<file path="src/rtl/handshake_pkg.sv">
// Shared definitions for the handshake flipflop input stage: checker states,
// default widths and the self-backpressure LFSR constants.
package handshake_pkg;

  localparam int WIDTH_DEFAULT     = 8;
  localparam int CNT_WIDTH_DEFAULT = 16;

  typedef enum logic [1:0] {
    CHK_SYNC = 2'd0,
    CHK_RUN  = 2'd1,
    CHK_ERR  = 2'd2
  } chk_state_e;

  // Fibonacci taps 16,14,13,11 map to bits 15,13,12,10
  localparam logic [15:0] LFSR_SEED = 16'hACE1;
  localparam logic [15:0] LFSR_TAPS = 16'hB400;

  function automatic logic [15:0] lfsr_next(input logic [15:0] state);
    logic fb;
    fb = ^(state & LFSR_TAPS);
    return {state[14:0], fb};
  endfunction

endpackage

</file>
<file path="src/rtl/handshake_skid_buffer.sv">
// Two-entry (main + skid) buffer whose upstream ready is a flop, so ready
// never depends combinationally on the downstream side.
module handshake_skid_buffer #(
  parameter int WIDTH = 8
) (
  input  logic             clock,
  input  logic             reset_n,
  input  logic [WIDTH-1:0] in_data,
  input  logic             in_valid,
  output logic             in_ready,
  output logic [WIDTH-1:0] out_data,
  output logic             out_valid,
  input  logic             out_ready
);

  logic [WIDTH-1:0] main_data_r, main_data_s;
  logic             main_valid_r, main_valid_s;
  logic [WIDTH-1:0] skid_data_r, skid_data_s;
  logic             skid_valid_r, skid_valid_s;
  logic             ready_r, ready_s;
  logic             accept_s;
  logic             pop_s;

  assign accept_s = in_valid & ready_r;
  assign pop_s    = main_valid_r & out_ready;

  // Next-state of both entries; skid full implies ready_r=0, so no accept then
  always_comb begin
    main_data_s  = main_data_r;
    main_valid_s = main_valid_r;
    skid_data_s  = skid_data_r;
    skid_valid_s = skid_valid_r;
    if (pop_s && skid_valid_r) begin
      main_data_s  = skid_data_r;
      main_valid_s = 1'b1;
      skid_valid_s = 1'b0;
    end else if (accept_s) begin
      if (!main_valid_r || pop_s) begin
        main_data_s  = in_data;
        main_valid_s = 1'b1;
      end else begin
        skid_data_s  = in_data;
        skid_valid_s = 1'b1;
      end
    end else if (pop_s) begin
      main_valid_s = 1'b0;
    end else begin
      main_valid_s = main_valid_r;
    end
    ready_s = ~skid_valid_s;
  end

  // Buffer registers; ready is first raised on the edge after reset release
  always_ff @(posedge clock) begin
    if (!reset_n) begin
      main_data_r  <= {WIDTH{1'b0}};
      main_valid_r <= 1'b0;
      skid_data_r  <= {WIDTH{1'b0}};
      skid_valid_r <= 1'b0;
      ready_r      <= 1'b0;
    end else begin
      main_data_r  <= main_data_s;
      main_valid_r <= main_valid_s;
      skid_data_r  <= skid_data_s;
      skid_valid_r <= skid_valid_s;
      ready_r      <= ready_s;
    end
  end

  assign in_ready  = ready_r;
  assign out_data  = main_data_r;
  assign out_valid = main_valid_r;

endmodule

</file>
<file path="src/rtl/handshake_ff_input.sv">
// Consumer stage: skid-buffered input, increment-by-one sequence checker and
// beat/checksum statistics. Define HANDSHAKE_FF_INPUT_STALL_EN for LFSR backpressure.
module handshake_ff_input
  import handshake_pkg::*;
#(
  parameter int WIDTH     = WIDTH_DEFAULT,
  parameter int CNT_WIDTH = CNT_WIDTH_DEFAULT
) (
  input  logic                 clock,
  input  logic                 reset_n,
  input  logic [WIDTH-1:0]     i_value,
  input  logic                 i_valid,
  output logic                 o_ready,
  input  logic                 i_stall,
  input  logic                 i_clear,
  output logic [CNT_WIDTH-1:0] o_count,
  output logic [CNT_WIDTH-1:0] o_sum,
  output logic                 o_error,
  output logic [WIDTH-1:0]     o_err_value
);

  localparam logic [1:0] ST_SYNC = 2'(CHK_SYNC);
  localparam logic [1:0] ST_RUN  = 2'(CHK_RUN);
  localparam logic [1:0] ST_ERR  = 2'(CHK_ERR);

  logic [WIDTH-1:0]     buf_data_s;
  logic                 buf_valid_s;
  logic                 stall_s;
  logic                 consume_s;
  logic [WIDTH-1:0]     value_inc_s;

  logic [1:0]           state_r, state_s;
  logic [WIDTH-1:0]     expected_r, expected_s;
  logic [CNT_WIDTH-1:0] count_r, count_s;
  logic [CNT_WIDTH-1:0] sum_r, sum_s;
  logic                 error_r, error_s;
  logic [WIDTH-1:0]     err_value_r, err_value_s;

  handshake_skid_buffer #(.WIDTH(WIDTH)) u_skid (
    .clock     (clock),
    .reset_n   (reset_n),
    .in_data   (i_value),
    .in_valid  (i_valid),
    .in_ready  (o_ready),
    .out_data  (buf_data_s),
    .out_valid (buf_valid_s),
    .out_ready (~stall_s)
  );

`ifdef HANDSHAKE_FF_INPUT_STALL_EN
  logic [15:0] lfsr_r;

  // Free-running self-backpressure source, about one stall cycle in four
  always_ff @(posedge clock) begin
    if (!reset_n) begin
      lfsr_r <= LFSR_SEED;
    end else begin
      lfsr_r <= lfsr_next(lfsr_r);
    end
  end

  assign stall_s = i_stall | (lfsr_r[1:0] == 2'b00);
`else
  assign stall_s = i_stall;
`endif

  assign consume_s   = buf_valid_s & ~stall_s;
  assign value_inc_s = buf_data_s + {{(WIDTH-1){1'b0}}, 1'b1};

  // Checker and statistics next-state; clear beats a coincident consume
  always_comb begin
    state_s     = state_r;
    expected_s  = expected_r;
    count_s     = count_r;
    sum_s       = sum_r;
    error_s     = error_r;
    err_value_s = err_value_r;
    if (i_clear) begin
      state_s     = ST_SYNC;
      expected_s  = {WIDTH{1'b0}};
      count_s     = {CNT_WIDTH{1'b0}};
      sum_s       = {CNT_WIDTH{1'b0}};
      error_s     = 1'b0;
      err_value_s = {WIDTH{1'b0}};
    end else if (consume_s) begin
      if (&count_r) begin
        count_s = count_r;
      end else begin
        count_s = count_r + {{(CNT_WIDTH-1){1'b0}}, 1'b1};
      end
      sum_s = sum_r + {{(CNT_WIDTH-WIDTH){1'b0}}, buf_data_s};
      case (state_r)
        ST_SYNC: begin
          expected_s = value_inc_s;
          state_s    = ST_RUN;
        end
        ST_RUN: begin
          if (buf_data_s == expected_r) begin
            expected_s = value_inc_s;
          end else begin
            error_s     = 1'b1;
            err_value_s = buf_data_s;
            state_s     = ST_ERR;
          end
        end
        ST_ERR: begin
          state_s = ST_ERR;
        end
        default: begin
          state_s = ST_SYNC;
        end
      endcase
    end else begin
      state_s = state_r;
    end
  end

  // Checker and statistics registers
  always_ff @(posedge clock) begin
    if (!reset_n) begin
      state_r     <= ST_SYNC;
      expected_r  <= {WIDTH{1'b0}};
      count_r     <= {CNT_WIDTH{1'b0}};
      sum_r       <= {CNT_WIDTH{1'b0}};
      error_r     <= 1'b0;
      err_value_r <= {WIDTH{1'b0}};
    end else begin
      state_r     <= state_s;
      expected_r  <= expected_s;
      count_r     <= count_s;
      sum_r       <= sum_s;
      error_r     <= error_s;
      err_value_r <= err_value_s;
    end
  end

  assign o_count     = count_r;
  assign o_sum       = sum_r;
  assign o_error     = error_r;
  assign o_err_value = err_value_r;

endmodule

</file>
<file path="config.mk">
export PLATFORM = sky130hd
export DESIGN_NAME = handshake_ff_input
export DESIGN_NICKNAME = d
export VERILOG_FILES = /design/src/rtl/handshake_pkg.sv /design/src/rtl/handshake_skid_buffer.sv /design/src/rtl/handshake_ff_input.sv
export SDC_FILE = /design/constraint.sdc
export NUM_CORES = 1
export LEC_CHECK = 0
export ABC_AREA = 0
export CAP_MARGIN = 5
export CORE_MARGIN = 2
export CORE_UTILIZATION = 44
export DETAILED_ROUTE_END_ITERATION = 12
export GPL_TIMING_DRIVEN = 1
export HOLD_SLACK_MARGIN = 0.12
export PLACE_DENSITY = 0.65
export SLEW_MARGIN = 20
export SYNTH_ARGS = -nofsm -noshare
export SYNTH_HDL_FRONTEND = slang
export SYNTH_SLANG_ARGS = --single-unit
</file>
<file path="constraint.sdc">
create_clock -name clock -period 2.39 [get_ports clock]
set_input_delay 0.3585 -clock clock [delete_from_list [all_inputs] [get_ports clock]]
set_output_delay 0.3585 -clock clock [all_outputs]
set_load 0.005 [all_outputs]
</file>
==> reports/qor.yml <==
outcome:
  status: "completed"
cts:
  cts_sinks: 70
  clock_latency_ns: 0.34
  clk_pin_slew_worst_paths_ns: 0.07
  cts_tree: "built"
  cts-resized-gates: 0
  numCtsBuffers: 9
  htreeDepth: 3
  postCtsSetupRepairBufs: 0
  cts-root-buf: "clkbuf_8"
  clock_path_buffers: 2
  holdBufCountCts: 0
pwr:
  power_frac_seq_pct: 53.1
  pwr-share-comb_pct: 8.2
  powerDensity_mw_per_mm2: 504
  p_switching_w: 0.000553
  clock_power_share_pct: 38.7
  swShare_pct: 24.6
  p_leak_nw: 1.75
  irDropWorstVdd_mv: 0.290
  power.internal_w: 0.00169
finish:
  multi_input_area_sq_mm: 0.00207
  diodes: 0
  drive_gt1_share_pct: 10.5
  area_growth_pct: 24.6
  mostFrequentLayoutCells: "dfxtp_1, clkdlybuf4s50_1, nand2_1"
  nFillCells: 734
  layout.nets: 479
  seq_area_sq_mm: 0.00140
  layout_commonest_cell: "dfxtp_1"
floorplan:
  std_cell_rows: 32
  die_x_um: 94.2
  initial_core_util_pct: 45.8
  die_area_sq_mm: 0.00887
  core_area_sq_mm: 0.00781
  die_height_um: 94.2
  pin_count: 55
drt:
  ant_nets: 0
  drc: 0
  wire_per_inst_um: 14.5
  routed_wl_um: 8110
  vias_per_cell: 5.27
  vias: 2947
  dr.pass1.iters: 4
  drt-initial-drc-count: 103
synthesis:
  async_flop_share_pct: 0
  synth_seq_cells: 70
  syn_inst: 388
  synth_flop_cell: "dfxtp_1"
  ys_types: 55
  synth_top_cell_area_share_pct: 39.2
  synth_fp_nets: 415
  yosys.area.top_type: "dfxtp_1"
  synth_seq_area_share_pct: 39.2
  synth_area_sq_mm: 0.00358
  synth_edf_count: 0
  avgSynthCellArea_sq_um: 9.22
  synth.top_cells.by_area: "dfxtp_1, nand2_1, xor2_1"
  yosys_warnings: 0
global_routing:
  first_global_vias: 2846
  antenna_found_initial: 0
  overflow: 0
  grt_max_degree: 24
  global_route.usage.total_pct: 19.7
  grt_pass1_wl_um: 13700
place:
  hpwl_um: 5810
  port_buffers: 54
  gp_congestion: 0.773
sta:
  fmax_ghz: 0.484
  rsz0062_at_grt: "no"
  final_hold_viol_count: 0
  worstMarginPinSlew_ns: 0.528
  relSlewSlack_pct: 64.8
  drv_slew: 0
  setup_viol: 0
  skew_ns: 0.00848
  min_period_ns: 2.07
  fin_crit_sh_pct: 86.5
  whs_ns: 0.468
  finalSetupTns_ns: 0
run:
  max_cap_viol_count: 0
worst_setup_path:
  crit_type: "flip-flop to flip-flop"
  critPathLaunchType: "flip-flop"
  cp-startpoint: "u_skid.out_data[3]"
  cp_max_fo: 7
  arrival_ns: 2.34
  rr_startpoint: "u_skid.out_data[3]"
  worstPathRequired_ns: 2.66
  end_kind: "flip-flop"
worst_hold_path:
  hp-start: "u_skid.skid_data_r[0]"
  min_path_type: "flip-flop to flip-flop"
-- cell usage after synthesis (9+ instances only) --
cell and instances:
nor2_1 28, a21boi_0 9, xnor2_1 9, o31ai_1 10
nand2_1 49, xor2_1 21, a21oi_1 19, ha_1 13
o211a_1 9, clkbuf_1 11, nand3_1 22, nand4_1 9
mux2i_1 18, dfxtp_1 70
-- final timing paths --
path	slack [ns]	end	depth (start not counted)
min	0.47	u_skid.skid_data_r[0]	2
max	0.32	o_sum[11]	5
min reg2reg	0.47	u_skid.skid_data_r[0]	2
max reg2reg	0.32	o_sum[11]	5
-- stage by stage --
step	cell area (sq um)	instances	worst slack, ns	total power, W	utilization (%)
finish	4460	559	0.323	0.00225	57.1
detailed placement	4280	543	0.223	0.00140	54.8
global placement	4280	543	0.276	0.00140	54.8
CTS	4460	559	0.320	0.00227	57.1
floorplan	3580	388	0.425	0.00133	-
global route	4460	559	0.216	0.00234	57.1
-- critical path: stages (launching register included) --
cell and delay (ns):
dfxtp_1 0.43, ha_1 0.43, nand4_2 0.19, a2111oi_2 0.53, o211a_1 0.25, mux2i_1 0.17
-- area by class of cell --
type / instances / area share (%)
Clock buffer: 13 / 3.56
Clock inverter: 3 / 0.421
Inverter: 6 / 0.505
Multi-Input combinational cell: 295 / 46.4
Sequential cell: 70 / 31.4
Tap cell: 102 / 2.86
Timing Repair Buffer: 70 / 14.8
-- power groups by stage --
stage | Sequential, W | Combinational (W) | Clock, W
2_1_floorplan | 0.00122 | 0.000115 | 0
3_3_place_gp | 0.00122 | 0.000182 | 0
3_5_place_dp | 0.00122 | 0.000184 | 0
4_1_cts | 0.00119 | 0.000185 | 0.000890
5_1_grt | 0.00119 | 0.000202 | 0.000945
6_report | 0.00119 | 0.000184 | 0.000869
-- routing by layer --
layer,global-route usage (%),up-vias,routed length (um)
met2,29.9,59,3670
met1,27.4,1364,4020
li1,-,1518,-
met3,3.69,6,345
met4,7.73,0,72
met5,0,-,0
-- state kept, by name (all words and copies together) (netlist names) --
signal and flops:
state_r 2, o_err_value 8, u_skid.out_data 8, u_skid.out_valid 1, u_skid.skid_valid_r 1, o_error 1, expected_r 8, o_sum 16
u_skid.in_ready 1, u_skid.skid_data_r 8, o_count 16
-- kinds of logic (layout without fill, tap and decap cells) --
logic type                 Yosys count  in the layout  synth area share, %
AOI/OAI and AO/OA                   80             80                 17.4
xor gates and xnor gates            30             30                 7.34
adders and majority gates           14             14                 5.11
buffers and inverters               23             92                 3.11
DFF                                 70             70                 39.2
muxes                               18             18                 5.03
and+or+nand+nor                    153            153                 22.8
Note: power is estimated with default switching activity, not from simulation.
